$ cat src/rtl/parser_pipe_n.sv
// Cascaded parser pipeline: NUM_LAYERS parser_layer stages with per-layer bypass
// delay lines, top-level packet counters and a timeout-guarded config read FSM.

module parser_layer #(
  parameter int HEAD_WIDTH = 32,
  parameter int TAG_WIDTH  = 4,
  parameter int META_WIDTH = 16,
  parameter int LAYER_LAT  = 2
) (
  input  logic                             i_clk,
  input  logic                             i_rst_n,
  input  logic                             i_rule_wren,
  input  logic                             i_rule_rden,
  input  logic [23:0]                      i_rule_addr,
  input  logic [31:0]                      i_rule_wdata,
  output logic                             o_rule_rdata_valid,
  output logic [31:0]                      o_rule_rdata,
  input  logic [HEAD_WIDTH+TAG_WIDTH-1:0]  i_head,
  input  logic [META_WIDTH+TAG_WIDTH-1:0]  i_meta,
  output logic [HEAD_WIDTH+TAG_WIDTH-1:0]  o_head,
  output logic [META_WIDTH+TAG_WIDTH-1:0]  o_meta
);
  localparam int HW = HEAD_WIDTH + TAG_WIDTH;
  localparam int MW = META_WIDTH + TAG_WIDTH;

  logic [31:0]         rule_r;
  logic [HW-1:0]       head_pipe_r [LAYER_LAT];
  logic [MW-1:0]       meta_pipe_r [LAYER_LAT];
  logic [HW-1:0]       head_in_s;
  logic                reg_hit_s;

  // The layer's only rule: XOR the header payload with the rule word; tag untouched.
  assign head_in_s = {i_head[HW-1:HEAD_WIDTH], i_head[HEAD_WIDTH-1:0] ^ HEAD_WIDTH'(rule_r)};
  assign reg_hit_s = (i_rule_addr == 24'd0);
  assign o_head    = head_pipe_r[LAYER_LAT-1];
  assign o_meta    = meta_pipe_r[LAYER_LAT-1];

  // Rule register; reads of any other offset are never answered.
  always_ff @(posedge i_clk or negedge i_rst_n) begin
    if (!i_rst_n) begin
      rule_r             <= 32'd0;
      o_rule_rdata_valid <= 1'b0;
      o_rule_rdata       <= 32'd0;
    end else begin
      if (i_rule_wren && reg_hit_s) rule_r <= i_rule_wdata;
      o_rule_rdata_valid <= i_rule_rden && reg_hit_s;
      if (i_rule_rden && reg_hit_s) o_rule_rdata <= rule_r;
    end
  end

  // Fixed-latency head/meta pipeline.
  always_ff @(posedge i_clk or negedge i_rst_n) begin
    if (!i_rst_n) begin
      for (int j = 0; j < LAYER_LAT; j++) begin
        head_pipe_r[j] <= '0;
        meta_pipe_r[j] <= '0;
      end
    end else begin
      head_pipe_r[0] <= head_in_s;
      meta_pipe_r[0] <= i_meta;
      for (int j = 1; j < LAYER_LAT; j++) begin
        head_pipe_r[j] <= head_pipe_r[j-1];
        meta_pipe_r[j] <= meta_pipe_r[j-1];
      end
    end
  end
endmodule

module parser_pipe_n #(
  parameter int NUM_LAYERS = 3,
  parameter int LAYER_LAT  = 2,
  parameter int RD_TIMEOUT = 64,
  parameter int HEAD_WIDTH = 32,
  parameter int TAG_WIDTH  = 4,
  parameter int META_WIDTH = 16
) (
  input  logic                             i_clk,
  input  logic                             i_rst_n,
  input  logic                             i_rule_wren,
  input  logic                             i_rule_rden,
  input  logic [31:0]                      i_rule_addr,
  input  logic [31:0]                      i_rule_wdata,
  output logic                             o_rule_rdata_valid,
  output logic [31:0]                      o_rule_rdata,
  input  logic [HEAD_WIDTH+TAG_WIDTH-1:0]  i_head,
  input  logic [META_WIDTH+TAG_WIDTH-1:0]  i_meta,
  output logic [HEAD_WIDTH+TAG_WIDTH-1:0]  o_head,
  output logic [META_WIDTH+TAG_WIDTH-1:0]  o_meta
);
  localparam int HW = HEAD_WIDTH + TAG_WIDTH;
  localparam int MW = META_WIDTH + TAG_WIDTH;

  typedef enum logic [1:0] {ST_IDLE, ST_WAIT, ST_RESP} rd_state_t;

  rd_state_t             state_r;
  logic [2:0]            tgt_r;
  logic [9:0]            tmo_cnt_r;
  logic [NUM_LAYERS-1:0] bypass_r;
  logic [31:0]           in_pkt_r, out_pkt_r, tmo_pkt_r;

  logic [2:0]            sel_s;
  logic [3:0]            off_s;
  logic                  top_wr_s, tmo_fire_s, sel_rvalid_s, unused_addr_s;
  logic [31:0]           top_rdata_s, sel_rdata_s;
  logic [NUM_LAYERS-1:0] layer_wren_s, layer_rden_s, layer_rvalid_s;
  logic [31:0]           layer_rdata_s [NUM_LAYERS];
  logic [HW-1:0]         head_s [NUM_LAYERS+1];
  logic [MW-1:0]         meta_s [NUM_LAYERS+1];

  assign sel_s         = i_rule_addr[26:24];
  assign off_s         = i_rule_addr[3:0];
  assign top_wr_s      = i_rule_wren && (sel_s == 3'd7);
  assign unused_addr_s = ^i_rule_addr[31:27];
  assign head_s[0]     = i_head;
  assign meta_s[0]     = i_meta;
  assign o_head        = head_s[NUM_LAYERS];
  assign o_meta        = meta_s[NUM_LAYERS];

  for (genvar k = 0; k < NUM_LAYERS; k++) begin : g_layer
    logic [HW-1:0] lay_head_s;
    logic [MW-1:0] lay_meta_s;
    logic [HW-1:0] hdly_r [LAYER_LAT];
    logic [MW-1:0] mdly_r [LAYER_LAT];

    // Layer reads are only launched from IDLE so a busy FSM never leaves a stray response.
    assign layer_wren_s[k] = i_rule_wren && (sel_s == 3'(k));
    assign layer_rden_s[k] = i_rule_rden && (state_r == ST_IDLE) && (sel_s == 3'(k));

    parser_layer #(
      .HEAD_WIDTH (HEAD_WIDTH),
      .TAG_WIDTH  (TAG_WIDTH),
      .META_WIDTH (META_WIDTH),
      .LAYER_LAT  (LAYER_LAT)
    ) u_layer (
      .i_clk              (i_clk),
      .i_rst_n            (i_rst_n),
      .i_rule_wren        (layer_wren_s[k]),
      .i_rule_rden        (layer_rden_s[k]),
      .i_rule_addr        (i_rule_addr[23:0]),
      .i_rule_wdata       (i_rule_wdata),
      .o_rule_rdata_valid (layer_rvalid_s[k]),
      .o_rule_rdata       (layer_rdata_s[k]),
      .i_head             (head_s[k]),
      .i_meta             (meta_s[k]),
      .o_head             (lay_head_s),
      .o_meta             (lay_meta_s)
    );

    // Bypass delay line matching the layer latency, so the mask never changes timing.
    always_ff @(posedge i_clk or negedge i_rst_n) begin
      if (!i_rst_n) begin
        for (int j = 0; j < LAYER_LAT; j++) begin
          hdly_r[j] <= '0;
          mdly_r[j] <= '0;
        end
      end else begin
        hdly_r[0] <= head_s[k];
        mdly_r[0] <= meta_s[k];
        for (int j = 1; j < LAYER_LAT; j++) begin
          hdly_r[j] <= hdly_r[j-1];
          mdly_r[j] <= mdly_r[j-1];
        end
      end
    end

    assign head_s[k+1] = bypass_r[k] ? hdly_r[LAYER_LAT-1] : lay_head_s;
    assign meta_s[k+1] = bypass_r[k] ? mdly_r[LAYER_LAT-1] : lay_meta_s;
  end

  // Top register read mux.
  always_comb begin
    case (off_s)
      4'd0:    top_rdata_s = {{(32-NUM_LAYERS){1'b0}}, bypass_r};
      4'd1:    top_rdata_s = in_pkt_r;
      4'd2:    top_rdata_s = out_pkt_r;
      4'd3:    top_rdata_s = tmo_pkt_r;
      default: top_rdata_s = 32'd0;
    endcase
  end

  // Pick the response of the layer being waited on; other layers are ignored.
  always_comb begin
    sel_rvalid_s = 1'b0;
    sel_rdata_s  = 32'd0;
    for (int k = 0; k < NUM_LAYERS; k++) begin
      sel_rvalid_s = sel_rvalid_s | (layer_rvalid_s[k] & (tgt_r == 3'(k)));
      sel_rdata_s  = sel_rdata_s | (layer_rdata_s[k] & {32{tgt_r == 3'(k)}});
    end
  end

  // A layer answer arriving in the final WAIT cycle wins over the timeout.
  assign tmo_fire_s = (state_r == ST_WAIT) && !sel_rvalid_s &&
                      (tmo_cnt_r == 10'(RD_TIMEOUT - 1));

  // Bypass mask and counters; a clearing write wins over a same-cycle increment.
  always_ff @(posedge i_clk or negedge i_rst_n) begin
    if (!i_rst_n) begin
      bypass_r  <= '0;
      in_pkt_r  <= 32'd0;
      out_pkt_r <= 32'd0;
      tmo_pkt_r <= 32'd0;
    end else begin
      if (top_wr_s && off_s == 4'd0) bypass_r <= i_rule_wdata[NUM_LAYERS-1:0];
      if (top_wr_s && off_s == 4'd1)  in_pkt_r <= 32'd0;
      else if (i_meta[MW-1])          in_pkt_r <= in_pkt_r + 32'd1;
      if (top_wr_s && off_s == 4'd2)  out_pkt_r <= 32'd0;
      else if (o_meta[MW-1])          out_pkt_r <= out_pkt_r + 32'd1;
      if (top_wr_s && off_s == 4'd3)  tmo_pkt_r <= 32'd0;
      else if (tmo_fire_s)            tmo_pkt_r <= tmo_pkt_r + 32'd1;
    end
  end

  // Config read FSM; o_rule_rdata_valid is high exactly while in RESP.
  always_ff @(posedge i_clk or negedge i_rst_n) begin
    if (!i_rst_n) begin
      state_r            <= ST_IDLE;
      tgt_r              <= 3'd0;
      tmo_cnt_r          <= 10'd0;
      o_rule_rdata_valid <= 1'b0;
      o_rule_rdata       <= 32'd0;
    end else begin
      case (state_r)
        ST_IDLE: begin
          o_rule_rdata_valid <= 1'b0;
          if (i_rule_rden) begin
            if (sel_s < 3'(NUM_LAYERS)) begin
              tgt_r     <= sel_s;
              tmo_cnt_r <= 10'd0;
              state_r   <= ST_WAIT;
            end else begin
              o_rule_rdata       <= (sel_s == 3'd7) ? top_rdata_s : 32'd0;
              o_rule_rdata_valid <= 1'b1;
              state_r            <= ST_RESP;
            end
          end
        end
        ST_WAIT: begin
          if (sel_rvalid_s) begin
            o_rule_rdata       <= sel_rdata_s;
            o_rule_rdata_valid <= 1'b1;
            state_r            <= ST_RESP;
          end else if (tmo_fire_s) begin
            o_rule_rdata       <= 32'hDEAD_BEEF;
            o_rule_rdata_valid <= 1'b1;
            state_r            <= ST_RESP;
          end else begin
            tmo_cnt_r <= tmo_cnt_r + 10'd1;
          end
        end
        ST_RESP: begin
          o_rule_rdata_valid <= 1'b0;
          state_r            <= ST_IDLE;
        end
        default: begin
          o_rule_rdata_valid <= 1'b0;
          state_r            <= ST_IDLE;
        end
      endcase
    end
  end
endmodule
$ cat config.mk
export PLATFORM = sky130hd
export DESIGN_NAME = parser_pipe_n
export DESIGN_NICKNAME = d
export VERILOG_FILES = /design/src/rtl/parser_pipe_n.sv
export SDC_FILE = /design/constraint.sdc
export NUM_CORES = 1
export LEC_CHECK = 0
export CAP_MARGIN = 30
export CORE_UTILIZATION = 61
export DETAILED_ROUTE_END_ITERATION = 10
export PLACE_DENSITY = 0.8
export RECOVER_POWER = 100
export SETUP_SLACK_MARGIN = 0.05
export SLEW_MARGIN = 40
export SYNTH_ARGS = -nofsm -noshare
export SYNTH_HDL_FRONTEND = slang
export SYNTH_SLANG_ARGS = --single-unit
$ cat constraint.sdc
create_clock -name i_clk -period 6 [get_ports i_clk]
set_input_delay 0.6 -clock i_clk [delete_from_list [all_inputs] [get_ports i_clk]]
set_output_delay 0.6 -clock i_clk [all_outputs]
set_load 0.1 [all_outputs]
# After elaboration in Yosys (flattened, before gate mapping)
# Index checks and enable logic that the tools add are counted.
[op_classes]
bitwise = 13
n_reduce_logical = 34
mux = 31
add_sub_neg = 4
eq_ne = 16
n_lt_le_gt_ge = 1
[op_table]
columns = ["op", "count"]
rows = [
  ["$mux 32", 11],
  ["$pmux 32 s4", 1],
  ["$mux 36", 3],
  ["$add 32x1->32 const B", 3],
  ["$and 32x32->32", 3],
  ["$xor 32x32->32", 3],
  ["$or 32x32->32", 2],
  ["$pmux 32 s2", 1],
  ["$mux 10", 4],
  ["$logic_not 24->1", 1],
  ["$logic_and 1x1->1", 20],
  ["$pmux 10 s2", 1],
  ["$add 10x1->10 const B", 1],
  ["$eq 10x6->1 const B", 1],
  ["$eq 4x2->1 const B", 2],
  ["$mux 2", 4],
  ["$ne 2x2->1 const B", 4],
  ["$reduce_bool 2->1", 4],
  ["$eq 3x1->1 const B", 2],
  ["$eq 3x2->1 const B", 2],
  ["$logic_not 3->1", 2],
  ["$reduce_and 5->1", 1],
  ["$eq 4x1->1 const B", 1],
  ["$logic_not 4->1", 1],
  ["15 further kinds", 21],
]
[word_totals]
reg_bits = 894
in_bits = 124
out_inout_bits = 89
elab_cells = 135

# Logic depth before layout (Yosys ltp)
[logic_depth]
word_depth = 10
depth_mapped = 9

# Cells and area by module
# Synthesis repeated with hierarchy kept, for this count alone.
[unflattened]
cells_unflattened = 2571
hier_area_um2 = 38493.2
[by_module_without_submodules]
columns = ["mod", "area_each_um2", "cells_each", "n_inst"]
rows = [
  ["parser_pipe_n", 19747.7, 1533, 1],
  ["parser_layer", 6248.5, 346, 3],
]

# Worst setup path after synthesis
# OpenSTA, ideal clock, no wires.
[synth_timing]
path_kind = "input-to-reg"
startpoint = "in i_rule_addr[0]"
endpoint = "reg g_layer[0].u_layer.rule_r[10]"
cell_stages = 8
required_time_ns = 5.875
t_arrival_ns = 2.322
path_buffers = 3
path_slack_ns = 3.553
path_cell_list = "clkbuf_1 > nor4_1 > nand4_1 > nor3_2 > and2_1 > clkbuf_1 > buf_2 > mux2_2"
[synth_via]
elab_chain_len = 2
[synth_rtl]
columns = ["item", "line", "source"]
rows = [
  ["start, declared", "81", "input logic [31:0] i_rule_addr,"],
  ["$logic_not 24->1", "34", "assign reg_hit_s = (i_rule_addr == 24'd0);"],
  ["$logic_and 1x1->1", "45", "if (i_rule_wren && reg_hit_s) rule_r <= i_rule_wdata;"],
  ["end signal, assigned", "45", ""],
  ["end, declared", "26", "logic [31:0] rule_r;"],
]
# Every way passes these cells.
# A chain may end at the register's enable or synchronous reset.

# Final worst setup path
[layout_timing]
startpoint = "in i_rule_addr[1]"
endpoint = "reg g_layer[1].u_layer.rule_r[13]"
[layout_via]
elab_chain_len = 2
[layout_rtl]
columns = ["item", "line"]
rows = [
  ["$logic_not 24->1", "34"],
  ["$logic_and 1x1->1", "45"],
  ["end signal, assigned", "45"],
  ["end, declared", "26"],
]
# Every way passes these cells.

==> impl_metrics.ini <==
[status]
outcome = finished with violations
failing_checks = max-capacitance violations, max-slew violations

[cts]
number_of_sinks_on_the_clock_net = 870
cts.htree.levels = 3
clkSlewWorstSetupHoldPaths_ns = 0.06
cts_inserted_buffers = 84
cts_resized = 0
clock_tree.buffer_depth = 3
clock_tree_from_tritoncts = yes
worstSkewPairLatency_ns = 0.62
cts_setup_buffers = 0
cts_root_buf = sky130_fd_sc_hd__clkbuf_16

[pwr]
p_switching_mw = 4.37
p_leak_nw = 16.6
p_comb_share_pct = 16.1
clkPwrFrac_pct = 38.0
total_power_mw = 14.7
power.switching_fraction_pct = 29.8
power_density_nw_per_um2 = 404
vdd_ir_drop_max_v = 0.000549
seqPwrFrac_pct = 45.9
internal-power_mw = 10.3

[cells_and_area]
post-route-util_pct = 72.2
drive_above_1_share_pct = 18.4
num-nets-final = 2470
mostFrequentLayoutCells = 868 x sky130_fd_sc_hd__dfrtp_1, 225 x sky130_fd_sc_hd__mux2_2, 135 x sky130_fd_sc_hd__xor2_1
multi_input_area_um2 = 8800
fillCellCount = 3208
regArea_um2 = 21800
area_growth_syn_to_layout_pct = 16.4
leading_cell_type_in_the_layout_fill_and_taps_excluded = sky130_fd_sc_hd__dfrtp_1

[floorplanning]
dieHeight_um = 228
placeableCoreArea_um2 = 50400
die-area_um2 = 52100
placement_rows = 82
die_span_x_um = 228
floorplan.initialDensity_pct = 62.0
boundaryPins = 213

[drt]
firstDrtPassIters = 7
routed_wire_length_per_instance_um = 21.8
routed_wl_um = 67300
route.antenna.remaining_nets = 0
vias = 17887
initialDrtViolationCount = 1529
vias_per_inst = 5.80
post-route-drc-count = 0

[sta]
setup_ws_ns = 1.40
timing.final.crit_share_pct = 76.6
rsz0062_at_grt = false
timing_max_transition_violations_final = 216
finalWorstPathRequiredPeriod_ns = 4.60
worstMarginPinSlew_ns = 3.22
clock.fmax_mhz = 217
timing.final.hold_violations = 0
setup_viol_count_final = 0
relSlewSlack_pct = -115
setup_total_negative_slack_ns = 0
max_clock_skew_ns = 0.0141

[synthesis]
yosysWarningCount = 0
synth.net_count = 2275
synthesized_instance_count = 2147
ys_dominant_reg_cell = sky130_fd_sc_hd__dfrtp_1
synth_sequential_area_ratio_pct = 69.7
synthesis.area_per_instance_um2 = 14.5
synth.distinct_cells = 63
synth-edff-count = 0
netlist_area_before_placement_um2 = 31200
count_of_state_elements_after_synthesis = 870
synth_async_sr_flop_share_pct = 100

[place]
place_congestion = 0.910
dp_hpwl_um = 42700
place.port_buffers = 207
detailedPlace.worstSlack_ns = 2.12

[global_routing]
groute.usage.overall_pct = 26.7
vias_in_the_first_global_route = 18570
grt_antenna_before_repair = 6
grt_start_max_net_pins = 145
globalRoute.totalOverflow = 0
grt_first_pass_wirelength_um = 106000

[critical_path]
critical_path_fanouts_max = 32
timing.critical_path.arrival_ns = 5.09
crit_path_start_kind = input port
worstSetupEndpointType = register
criticalPathCategory = input port to register
cp_data_required_time_ns = 6.49

[job]
cap_violations = 7

[worst_hold_path]
hold_wc_path_type = register to register
power groups by stage:
stage / clock [mW] / combinational [mW] / sequential (mW)
after floorplan: 0 / 1.26 / 7.22
after global placement: 0 / 2.46 / 6.79
after detailed placement: 0 / 2.41 / 6.82
after CTS: 5.68 / 2.43 / 6.72
after global routing: 5.94 / 2.51 / 6.77
final: 5.58 / 2.37 / 6.73
per-stage QoR:
step | area [um2] | cells | hold slack, ns
finish | 36400 | 3083 | 0.340
global placement | 33800 | 2924 | 0.331
floorplan | 31200 | 2147 | 0.304
CTS | 36500 | 3080 | 0.341
detailed placement | 33500 | 2926 | 0.335
global route | 36400 | 3081 | 0.346
synthesized netlist by cell type (3+ instances only):
cell | instances | area [um2]
sky130_fd_sc_hd__nor3_1 | 15 | 75.1
sky130_fd_sc_hd__a222oi_1 | 20 | 200
sky130_fd_sc_hd__or3_1 | 25 | 156
sky130_fd_sc_hd__nand4_1 | 41 | 257
sky130_fd_sc_hd__and2_1 | 13 | 81.3
sky130_fd_sc_hd__xor2_1 | 135 | 1180
sky130_fd_sc_hd__nand2_1 | 61 | 229
sky130_fd_sc_hd__inv_1 | 16 | 60.1
sky130_fd_sc_hd__nor2_1 | 117 | 439
sky130_fd_sc_hd__a22oi_1 | 9 | 67.6
sky130_fd_sc_hd__and2_0 | 21 | 131
sky130_fd_sc_hd__o21ai_0 | 92 | 460
sky130_fd_sc_hd__and3_1 | 20 | 125
sky130_fd_sc_hd__dfrtp_1 | 870 | 21800
sky130_fd_sc_hd__nand3_1 | 37 | 185
sky130_fd_sc_hd__ha_1 | 4 | 50.1
sky130_fd_sc_hd__nor4b_1 | 3 | 26.3
sky130_fd_sc_hd__o221ai_1 | 3 | 26.3
sky130_fd_sc_hd__mux2_1 | 5 | 56.3
sky130_fd_sc_hd__mux4_2 | 3 | 67.6
sky130_fd_sc_hd__nor4_1 | 15 | 93.8
sky130_fd_sc_hd__mux2i_1 | 37 | 370
sky130_fd_sc_hd__and4_1 | 10 | 87.6
sky130_fd_sc_hd__a22o_1 | 9 | 78.8
sky130_fd_sc_hd__xnor2_1 | 26 | 228
sky130_fd_sc_hd__nor2b_1 | 7 | 43.8
sky130_fd_sc_hd__or2_2 | 3 | 18.8
sky130_fd_sc_hd__buf_2 | 22 | 110
sky130_fd_sc_hd__a31o_1 | 19 | 166
sky130_fd_sc_hd__a21oi_1 | 51 | 255
sky130_fd_sc_hd__mux2_2 | 295 | 3320
sky130_fd_sc_hd__buf_1 | 6 | 22.5
sky130_fd_sc_hd__clkbuf_1 | 77 | 289
sky130_fd_sc_hd__buf_4 | 21 | 158
cell families after synthesis:
logic type / after synthesis / share of synthesized area (%)
and+or+nand+nor: 402 / 6.67
buffers and inverters: 145 / 2.13
xor gates and xnor gates: 161 / 4.52
muxes: 340 / 12.2
AOI/OAI and AO/OA: 225 / 4.59
adders and majority gates: 4 / 0.160
DFF: 870 / 69.7
registers in the layout, indices dropped and copies added, names as in the netlist, 60 cells and up:
| register | flops |
|---|---|
| g_layer.hdly_r | 198 |
| g_layer.u_layer.head_pipe_r | 105 |
| g_layer.u_layer.meta_pipe_r | 60 |
| g_layer.u_layer.o_head | 105 |
| g_layer.u_layer.o_meta | 60 |
| g_layer.u_layer.o_rule_rdata | 96 |
| g_layer.u_layer.rule_r | 96 |
cell type report:
| class | count | share of cell area (%) |
|---|---|---|
| Multi-Input combinational cell | 1132 | 24.2 |
| Inverter | 17 | 0.175 |
| Antenna cell | 2 | 0.0138 |
| Clock inverter | 36 | 1.37 |
| Clock buffer | 117 | 6.88 |
| Timing Repair Buffer | 237 | 5.16 |
| Sequential cell | 870 | 59.9 |
| Tap cell | 672 | 2.31 |
repair_timing:
item,in CTS,in global routing
hold endpoints to repair,43,0
endpoints found under the setup margin,0,0
hold buffers,1,0
routing by layer:
metal	routed length (um)	track usage [%]	share of wire, %	vias up
met5	31	0	0.046	-
met1	28100	36.7	42	9325
met4	2090	9.35	3.1	6
met2	33600	43.5	50	580
met3	3520	4.84	5.2	152
li1	-	-	-	7824
worst paths after layout:
kind | start | endpoint | slack, ns | depth (start not counted)
setup / recovery | i_rule_addr[1] | g_layer[1].u_layer.rule_r[13] | 1.40 | 8
hold / removal | g_layer[2].u_layer.head_pipe_r[52] | g_layer[2].u_layer.o_head[16] | 0.34 | 0
setup reg to reg | tgt_r[0] | o_rule_rdata[14] | 1.96 | 7
hold reg to reg | g_layer[2].u_layer.head_pipe_r[52] | g_layer[2].u_layer.o_head[16] | 0.34 | 0
max in group asynchronous | i_rst_n | g_layer[1].u_layer.o_head[11] | 2.25 | 3
min in group asynchronous | i_rst_n | g_layer[0].u_layer.meta_pipe_r[32] | 1.37 | 2
worst max-delay path, stage by stage:
cell                            delay, ns
sky130_fd_sc_hd__dlygate4sd3_1       0.55
sky130_fd_sc_hd__clkbuf_1            0.40
sky130_fd_sc_hd__nor4_1              1.01
sky130_fd_sc_hd__nand4_1             0.42
sky130_fd_sc_hd__nor3_1              0.60
sky130_fd_sc_hd__nand4b_1            0.17
sky130_fd_sc_hd__clkbuf_2            0.75
sky130_fd_sc_hd__mux2_2              0.55
Note: power is estimated with default switching activity, not from simulation.
